## src/rtl/fifo_wr_arbiter.sv

```systemverilog
// Round-robin burst arbiter that funnels NUM_REQ requesters into one downstream FIFO write port.
// Latency: an accepted beat appears on fifo_wr_en/fifo_din exactly 1 cycle later; each new grant costs one IDLE cycle.
// Backpressure: req_ready is withheld while the tracked FIFO level equals DEPTH; the grant is held (not released) during the stall.
//
// Ports:
//   clk, rst          - clock (rising edge), asynchronous active-high reset
//   req_valid/data    - per-requester valid and data (requester i at [i*DATA_WIDTH +: DATA_WIDTH])
//   req_ready         - combinational per-requester accept, only the granted requester can be ready
//   fifo_rd_done      - downstream FIFO popped one entry this cycle
//   fifo_wr_en/din    - registered write strobe and {source id, data}
//   grant_id          - current or last granted requester
//   level             - tracked downstream FIFO occupancy
module fifo_wr_arbiter #(
  parameter int DATA_WIDTH = 8,
  parameter int NUM_REQ    = 4,
  parameter int DEPTH      = 8,
  parameter int BURST_MAX  = 4,
  localparam int IDW = (NUM_REQ > 2) ? $clog2(NUM_REQ) : 1,
  localparam int LVW = $clog2(DEPTH + 1)
) (
  input  logic                          clk,
  input  logic                          rst,
  input  logic [NUM_REQ-1:0]            req_valid,
  input  logic [NUM_REQ*DATA_WIDTH-1:0] req_data,
  output logic [NUM_REQ-1:0]            req_ready,
  input  logic                          fifo_rd_done,
  output logic                          fifo_wr_en,
  output logic [IDW+DATA_WIDTH-1:0]     fifo_din,
  output logic [IDW-1:0]                grant_id,
  output logic [LVW-1:0]                level
);

  localparam int BW = $clog2(BURST_MAX + 1);

  typedef enum logic {IDLE = 1'b0, GRANT = 1'b1} state_t;

  state_t                      state_q, state_d;
  logic [IDW-1:0]              last_grant_q, last_grant_d;
  logic [IDW-1:0]              grant_id_q, grant_id_d;
  logic [BW-1:0]               beat_cnt_q, beat_cnt_d;
  logic [LVW-1:0]              level_q, level_d;
  logic                        wr_en_q, wr_en_d;
  logic [IDW+DATA_WIDTH-1:0]   din_q, din_d;

  logic                        full;
  logic                        accept;
  logic                        rd_eff;
  logic                        gnt_valid;
  logic [DATA_WIDTH-1:0]       gnt_data;
  logic [IDW-1:0]              rr_pick;

  assign full = (level_q == LVW'(DEPTH));

  // Valid/data of the currently granted requester.
  always_comb begin
    gnt_valid = 1'b0;
    gnt_data  = '0;
    for (int i = 0; i < NUM_REQ; i++) begin
      if (grant_id_q == IDW'(i)) begin
        gnt_valid = req_valid[i];
        gnt_data  = req_data[i*DATA_WIDTH +: DATA_WIDTH];
      end
    end
  end

  // Round-robin search starting after last_grant. Scanning from the far end
  // lets the nearest valid index overwrite earlier candidates.
  always_comb begin
    rr_pick = '0;
    for (int k = NUM_REQ; k >= 1; k--) begin
      if (req_valid[(int'(last_grant_q) + k) % NUM_REQ]) begin
        rr_pick = IDW'((int'(last_grant_q) + k) % NUM_REQ);
      end
    end
  end

  always_comb begin
    req_ready = '0;
    for (int i = 0; i < NUM_REQ; i++) begin
      req_ready[i] = (state_q == GRANT) && (grant_id_q == IDW'(i)) && !full;
    end
  end

  // Next-state logic.
  always_comb begin
    state_d      = state_q;
    last_grant_d = last_grant_q;
    grant_id_d   = grant_id_q;
    beat_cnt_d   = beat_cnt_q;
    accept       = 1'b0;
    case (state_q)
      IDLE: begin
        if (|req_valid) begin
          grant_id_d   = rr_pick;
          last_grant_d = rr_pick;
          beat_cnt_d   = '0;
          state_d      = GRANT;
        end
      end
      GRANT: begin
        if (!gnt_valid) begin
          state_d = IDLE;
        end else if (!full) begin
          // Full FIFO: hold the grant and the beat count until space returns.
          accept     = 1'b1;
          beat_cnt_d = beat_cnt_q + BW'(1);
          if (beat_cnt_q + BW'(1) == BW'(BURST_MAX)) begin
            state_d = IDLE;
          end
        end
      end
      default: state_d = IDLE;
    endcase
  end

  // Output register and occupancy tracking. A pop from an empty FIFO is ignored.
  always_comb begin
    wr_en_d = accept;
    din_d   = accept ? {grant_id_q, gnt_data} : din_q;
    rd_eff  = fifo_rd_done && (level_q != '0);
    level_d = level_q;
    case ({accept, rd_eff})
      2'b10:   level_d = level_q + LVW'(1);
      2'b01:   level_d = level_q - LVW'(1);
      default: level_d = level_q;
    endcase
  end

  always_ff @(posedge clk or posedge rst) begin
    if (rst) begin
      state_q      <= IDLE;
      last_grant_q <= IDW'(NUM_REQ - 1);
      grant_id_q   <= '0;
      beat_cnt_q   <= '0;
      level_q      <= '0;
      wr_en_q      <= 1'b0;
      din_q        <= '0;
    end else begin
      state_q      <= state_d;
      last_grant_q <= last_grant_d;
      grant_id_q   <= grant_id_d;
      beat_cnt_q   <= beat_cnt_d;
      level_q      <= level_d;
      wr_en_q      <= wr_en_d;
      din_q        <= din_d;
    end
  end

  assign fifo_wr_en = wr_en_q;
  assign fifo_din   = din_q;
  assign grant_id   = grant_id_q;
  assign level      = level_q;

endmodule

```

## config.mk

```make
export PLATFORM = sky130hd
export DESIGN_NAME = fifo_wr_arbiter
export DESIGN_NICKNAME = d
export VERILOG_FILES = /design/src/rtl/fifo_wr_arbiter.sv
export SDC_FILE = /design/constraint.sdc
export NUM_CORES = 1
export LEC_CHECK = 0
export BUFFER_PORTS_ARGS = -buffer_cell sky130_fd_sc_hd__buf_2
export CAP_MARGIN = 25
export CELL_PAD_IN_SITES_DETAIL_PLACEMENT = 1
export CELL_PAD_IN_SITES_GLOBAL_PLACEMENT = 1
export CORE_ASPECT_RATIO = 0.7
export CORE_MARGIN = 2
export CORE_UTILIZATION = 36
export DETAILED_ROUTE_END_ITERATION = 8
export PLACE_DENSITY_LB_ADDON = 0.1
export SLEW_MARGIN = 20
export SYNTH_ARGS = -nofsm -noshare
export SYNTH_HDL_FRONTEND = slang
export SYNTH_SLANG_ARGS = --single-unit
```

## constraint.sdc

```tcl
create_clock -name clk -period 3 [get_ports clk]
set_clock_uncertainty 0.1 [all_clocks]
set_input_delay 0.15 -clock clk [delete_from_list [all_inputs] [get_ports clk]]
set_output_delay 0.15 -clock clk [all_outputs]
set_load 0.01 [all_outputs]
```

==> summary.txt, run 1 <==
Die Span Y: 56.9 um
post-layout minimum cycle time: 2.74 ns
asr flop ratio synth: 100%
net count after synthesis: 164
final WL: 3630 um
Max Cap Viol: 0
initial antenna violation count: 0
# DRC: 0
vias: 1228
Hold Crit Depth: 4
Synth top area share: 36.6%
TritonCTS clock tree: built
Ys Warns: 0
crit end category: flip-flop
largest cells by area after synthesis: dfrtp_1 (37%), mux4_2 (11%), mux2_2 (7.0%)
share of cells above drive strength 1: 48.9%
slew of the pin with the lowest slew margin: 0.430 ns
Final Max Tran Viols: 0
CORE AREA: 0.00387 mm^2
vias in the first global route: 1287
Layout area overhead: 28.0%
Tightest Hold Check Type: in2reg
Crit path arrival time: 2.82 ns
CTS max path bufs: 2
clk root buf: clkbuf_8
TritonCTS Buffers: 3
clock sink total: 23
Detail Placement HPWL: 2820 um
Clk Latency, worst-skew pair: 0.26 ns
DRT Pass-1 Iters: 3
dominant cell by count in the synthesized netlist: dfrtp_1
I/O pin cnt: 60
deepest level of the CTS H-tree: 1
crit-path max FO: 19
Worst-path clk slew: 0.08 ns
period utilization: 91.3%
Core Rows: 19
final setup violating endpoints: 0
die area: 0.00452 mm^2
Synth cell types: 38
hold path endpoint: last_grant_q[1]
outcome: completed
mean post-synth cell area: 12.0 um^2
gr usage total: 17.1%
Post-Syn Area: 0.00144 mm^2
Worst Hold Launch: req_valid[1]
global-route wire length before repair: 6060 um
synth cell count leaders: dfrtp_1 (21), mux2_2 (9), nand2_1 (8)
reg2reg end: level[2]
post-synthesis cell count: 120
RSZ-0062 raised after global routing: no
Starting Density: 37.1%
worst reg2reg path depth: 9
CTS resizes: 0
wire per inst: 15.5 um
pwr/cell area: 1030 mW/mm^2
sequential-to-total area share from yosys stat: 40.2%
Post-synth EDFFs: 0
routability cong.: 0.840
Worst setup SP type: flip-flop
vias per inst: 5.25
post-synth top area cell: dfrtp_1
ANT nets after route: 0
Synth Flop Type: dfrtp_1
CP required: 3.08 ns
flops & latches, synth: 23
Finished Core Util: 47.5%
Chip Width: 79.5 um
R2R Setup Slk: 0.26 ns
I/O Buffers: 59
leak pwr: 0.000886 uW
n_diodes: 0
drt initial violations: 57
Max IR drop VDD: 0.000473 V
Final Hold Viols: 0
RR Startpoint: level[1]
Slew headroom: 71.3%
Fmax: 365 MHz
number of nets in the layout: 227
total gr overflow: 0
largest net degree at the start of global routing: 24
non-filler cells, final: 234
Setup Crit Path Kind: reg2reg
setup_tns: 0 ns
Inst Count DP: 228
-- worst max-delay path by stage --
stage	from	end	slack, ns
floorplan	grant_id[0]	level[2]	0.45
global placement	level[1]	level[2]	0.41
detailed placement	level[1]	level[2]	0.29
CTS	level[1]	level[2]	0.23
global route	level[1]	level[2]	0.1
finish	level[1]	level[2]	0.26
-- cells in the final DEF (no fill, tap or decap), types with 2 or more instances in the layout --
cell type / instances
mux4_2: 7
buf_2: 59
dfstp_2: 2
buf_4: 2
nand2_1: 8
mux2_4: 2
mux2_2: 9
a21oi_1: 7
mux4_1: 2
a31oi_1: 2
o21ai_0: 5
nor3_1: 2
nand3_1: 3
nor4bb_1: 2
xor2_1: 4
dfrtp_1: 21
clkbuf_8: 3
nand3b_1: 2
nor3b_1: 4
nor2_1: 6
ha_1: 5
inv_1: 7
-- repair_timing --
action | in CTS | in global routing
hold endpoints to repair | 0 | 10
setup buffers | 0 | 0
hold buffers | 0 | 1
-- flip-flops by register name, indices dropped and copies added (netlist names) --
name	count
last_grant_q	2
state_q	1
fifo_wr_en	1
fifo_din	10
grant_id	2
level	4
beat_cnt_q	3
-- final cells by class --
cell class / count / area (um^2)
sequential: 23 / 578
clock buffer: 3 / 41.3
inverter: 7 / 26.3
tap: 52 / 65.1
multi-input combinational: 85 / 790
clock inverter: 1 / 5.00
timing repair buffer: 63 / 335
fill: 454 / 2030
-- routing by layer --
metal | vias to the layer above | wire length [um] | track usage [%]
met5 | - | 0 | 0
met4 | 0 | 17 | 3.45
met3 | 2 | 218 | 5.14
met2 | 34 | 1780 | 28.5
met1 | 618 | 1620 | 22.2
li1 | 574 | - | -
-- worst max-delay path, cell delays in order (launching register included) --
cell and delay, ns:
dfrtp_1 0.47, or4b_4 0.61, nand3_4 0.26, ha_1 0.33, xor2_1 0.18, ha_1 0.18
a21oi_1 0.05, xor2_1 0.16, nor2_1 0.13, xor2_1 0.19
-- power breakdown --
group / internal, uW / leakage [uW] / switching (uW)
clock: 92.7 / 0.0000255 / 100
combinational: 543 / 0.000587 / 522
sequential: 483 / 0.000274 / 154
total: 1120 / 0.000886 / 776
-- stage by stage --
step	area [um^2]	setup slack (ns)	hold slack [ns]	total power, uW
floorplan	1440	0.448	0.0504	1410
global placement	1770	0.411	0.283	1670
detailed placement	1770	0.286	0.298	1730
CTS	1820	0.233	0.00468	1930
global route	1840	0.0967	0.225	2070
finish	1840	0.261	0.228	1890
-- cells by family after synthesis --
logic type               share of synthesized area (%)
buffers and inverters                             4.87
AO/OA/AOI/OAI                                     10.0
AND/OR/NAND/NOR                                   13.8
multiplexers                                      23.8
adder cells (fa/ha/maj)                           4.35
flip-flops                                        40.2
XOR/XNOR                                          3.05
No activity file was read; power rests on OpenSTA's default activity.
==> inputs of run 2 (changes only) <==
--- a/config.mk
+++ b/config.mk
@@ -11,9 +11,11 @@
 export CELL_PAD_IN_SITES_GLOBAL_PLACEMENT = 1
 export CORE_ASPECT_RATIO = 0.7
 export CORE_MARGIN = 2
-export CORE_UTILIZATION = 36
+export CORE_UTILIZATION = 37
+export CTS_BUF_LIST = sky130_fd_sc_hd__clkbuf_4
 export DETAILED_ROUTE_END_ITERATION = 8
 export PLACE_DENSITY_LB_ADDON = 0.1
+export SETUP_SLACK_MARGIN = 0.3
 export SLEW_MARGIN = 20
 export SYNTH_ARGS = -nofsm -noshare
 export SYNTH_HDL_FRONTEND = slang
==> constraint.sdc (replaced) <==
create_clock -name clk -period 3 [get_ports clk]
set_clock_uncertainty 0.1 [all_clocks]
set_input_delay 0.6 -clock clk [delete_from_list [all_inputs] [get_ports clk]]
set_output_delay 0.6 -clock clk [all_outputs]
set_load 0.01 [all_outputs]
==> summary.txt, run 2 (synthesized netlist as in run 1, its figures left out) <==
crit end category: flip-flop (unchanged)
worst reg2reg path depth: 9 (unchanged)
Crit path arrival time: 2.58 ns (was 2.82 ns)
initial antenna violation count: 0 (unchanged)
vias per inst: 5.22 (was 5.25)
routability cong.: 0.914 (was 0.840)
Core Rows: 18 (was 19)
clock sink total: 23 (unchanged)
final setup violating endpoints: 0 (unchanged)
n_diodes: 0 (unchanged)
number of nets in the layout: 226 (was 227)
global-route wire length before repair: 6410 um (was 6060 um)
CP required: 3.11 ns (was 3.08 ns)
share of cells above drive strength 1: 49.2% (was 48.9%)
TritonCTS clock tree: built (unchanged)
setup_tns: 0 ns (unchanged)
RSZ-0062 raised after global routing: no (unchanged)
total gr overflow: 0 (unchanged)
routing usage on met1: 23.1% (was 22.2%)
Worst-path clk slew: 0.12 ns (was 0.08 ns)
outcome: completed (unchanged)
drt initial violations: 48 (was 57)
Die Span Y: 56.2 um (was 56.9 um)
Chip Width: 78.5 um (was 79.5 um)
die area: 0.00441 mm^2 (was 0.00452 mm^2)
period utilization: 82.6% (was 91.3%)
grt peak-use layer: met2 (unchanged)
wire per inst: 16.3 um (was 15.5 um)
clk root buf: clkbuf_4 (was clkbuf_8)
Worst setup SP type: flip-flop (unchanged)
Final Hold Viols: 0 (unchanged)
CTS resizes: 0 (unchanged)
Clk Latency, worst-skew pair: 0.32 ns (was 0.26 ns)
Final Max Tran Viols: 0 (unchanged)
Post-CTS Hold Buffers: 0 (unchanged)
Max Cap Viol: 0 (unchanged)
Fmax: 404 MHz (was 365 MHz)
fin area: 0.00180 mm^2 (was 0.00184 mm^2)
CORE AREA: 0.00363 mm^2 (was 0.00387 mm^2)
crit-path max FO: 8 (was 19)
vias: 1205 (was 1228)
deepest level of the CTS H-tree: 1 (unchanged)
CTS max path bufs: 2 (unchanged)
Starting Density: 39.6% (was 37.1%)
Max IR drop VDD: 0.000513 V (was 0.000473 V)
slew of the pin with the lowest slew margin: 0.886 ns (was 0.430 ns)
Detail Placement HPWL: 2950 um (was 2820 um)
# DRC: 0 (unchanged)
RR Startpoint: level[1] (unchanged)
Layout area overhead: 25.3% (was 28.0%)
placed cell areas: 0.00177 mm^2 (about the same)
reg2reg end: level[2] (unchanged)
largest net degree at the start of global routing: 24 (unchanged)
final WL: 3770 um (was 3630 um)
DRT Pass-1 Iters: 4 (was 3)
Setup Crit Path Kind: reg2reg (unchanged)
Tightest Hold Check Type: in2async (was in2reg)
met3 Usage GRT: 5.36% (was 5.14%)
I/O Buffers: 59 (unchanged)
R2R Setup Slk: 0.52 ns (was 0.26 ns)
ANT nets after route: 0 (unchanged)
pwr/cell area: 1030 mW/mm^2 (about the same)
TritonCTS Buffers: 3 (unchanged)
number of fill cells in the layout: 422 (was 454)
max FFs per register: 10 (unchanged)
Slew headroom: 40.9% (was 71.3%)
commonest non-fill, non-tap cell in the layout: buf_2 (unchanged)
I/O pin cnt: 60 (unchanged)
leak pwr: 0.000871 uW (was 0.000886 uW)
met2 GRT Util: 32.5% (was 28.5%)
post-layout minimum cycle time: 2.48 ns (was 2.74 ns)
vias in the first global route: 1318 (was 1287)
gr usage total: 18.7% (was 17.1%)
most frequent cells in the layout: buf_2 (59), dfrtp_1 (21), mux2_2 (9) (unchanged)
Post-CTS Setup Inserts: 0 (unchanged)
-- run 2: changes by cell type in the layout (fill, tap and decap cells not counted) --
cell           delta
clkbuf_4          +3
dlygate4sd3_1     -1
buf_8             -1
buf_4             +1
clkbuf_8          -3
-- run 2: worst max-delay path, stage by stage, from the launching register on --
cell and delay, ns:
dfrtp_1 0.48, or4b_4 0.61, nand3_4 0.13, ha_1 0.27, xor2_1 0.10, ha_1 0.18, a21oi_1 0.14, xor2_1 0.16
nor2_1 0.06, xor2_1 0.14
-- run 2: worst max path at each step --
stage / from / to / slack, ns / cells after the start
2_1_floorplan: req_valid[3] / level[2] / 0.42 / 10
6_report: level[1] / level[2] / 0.52 / 9
3_5_place_dp: req_valid[3] / level[2] / 0.32 / 10
5_1_grt: level[1] / level[2] / 0.34 / 9
4_1_cts: level[1] / level[2] / 0.51 / 9
3_3_place_gp: req_valid[3] / level[2] / 0.40 / 10
-- run 2: cell type report --
cell class                      instances  area (um^2)  area share, %
Inverter                                7         26.3           1.46
Sequential cell                        23          578           32.1
Tap cell                               50         62.6           3.47
Clock buffer                            3         22.5           1.25
Timing Repair Buffer                   62          318           17.6
Clock inverter                          1         5.00          0.278
Multi-Input combinational cell         85          790           43.8
-- run 2: power by group --
group | switching (uW) | internal (uW) | total [uW] | leakage [uW]
sequential | 156 | 481 | 637 | 0.000274
clock | 95.8 | 50.0 | 146 | 0.0000177
combinational | 515 | 550 | 1060 | 0.000580
total | 766 | 1080 | 1850 | 0.000871
-- run 2: per-stage QoR --
stage	setup slack, ns	instances	total power [uW]	util, %	hold WS, ns
2_1_floorplan	0.416	120	1410	-	0.363
3_3_place_gp	0.396	227	1680	48.9	0.386
3_5_place_dp	0.316	227	1730	48.9	0.387
4_1_cts	0.510	231	1880	49.7	0.361
5_1_grt	0.345	231	2020	49.7	0.410
6_report	0.522	231	1850	49.7	0.347
-- run 2: routing by layer --
layer	share of wire (%)	up-vias	wire, um
li1	-	575	-
met1	44	597	1660
met2	49	31	1860
met3	6.2	2	234
met4	0.56	0	21
met5	0	-	0
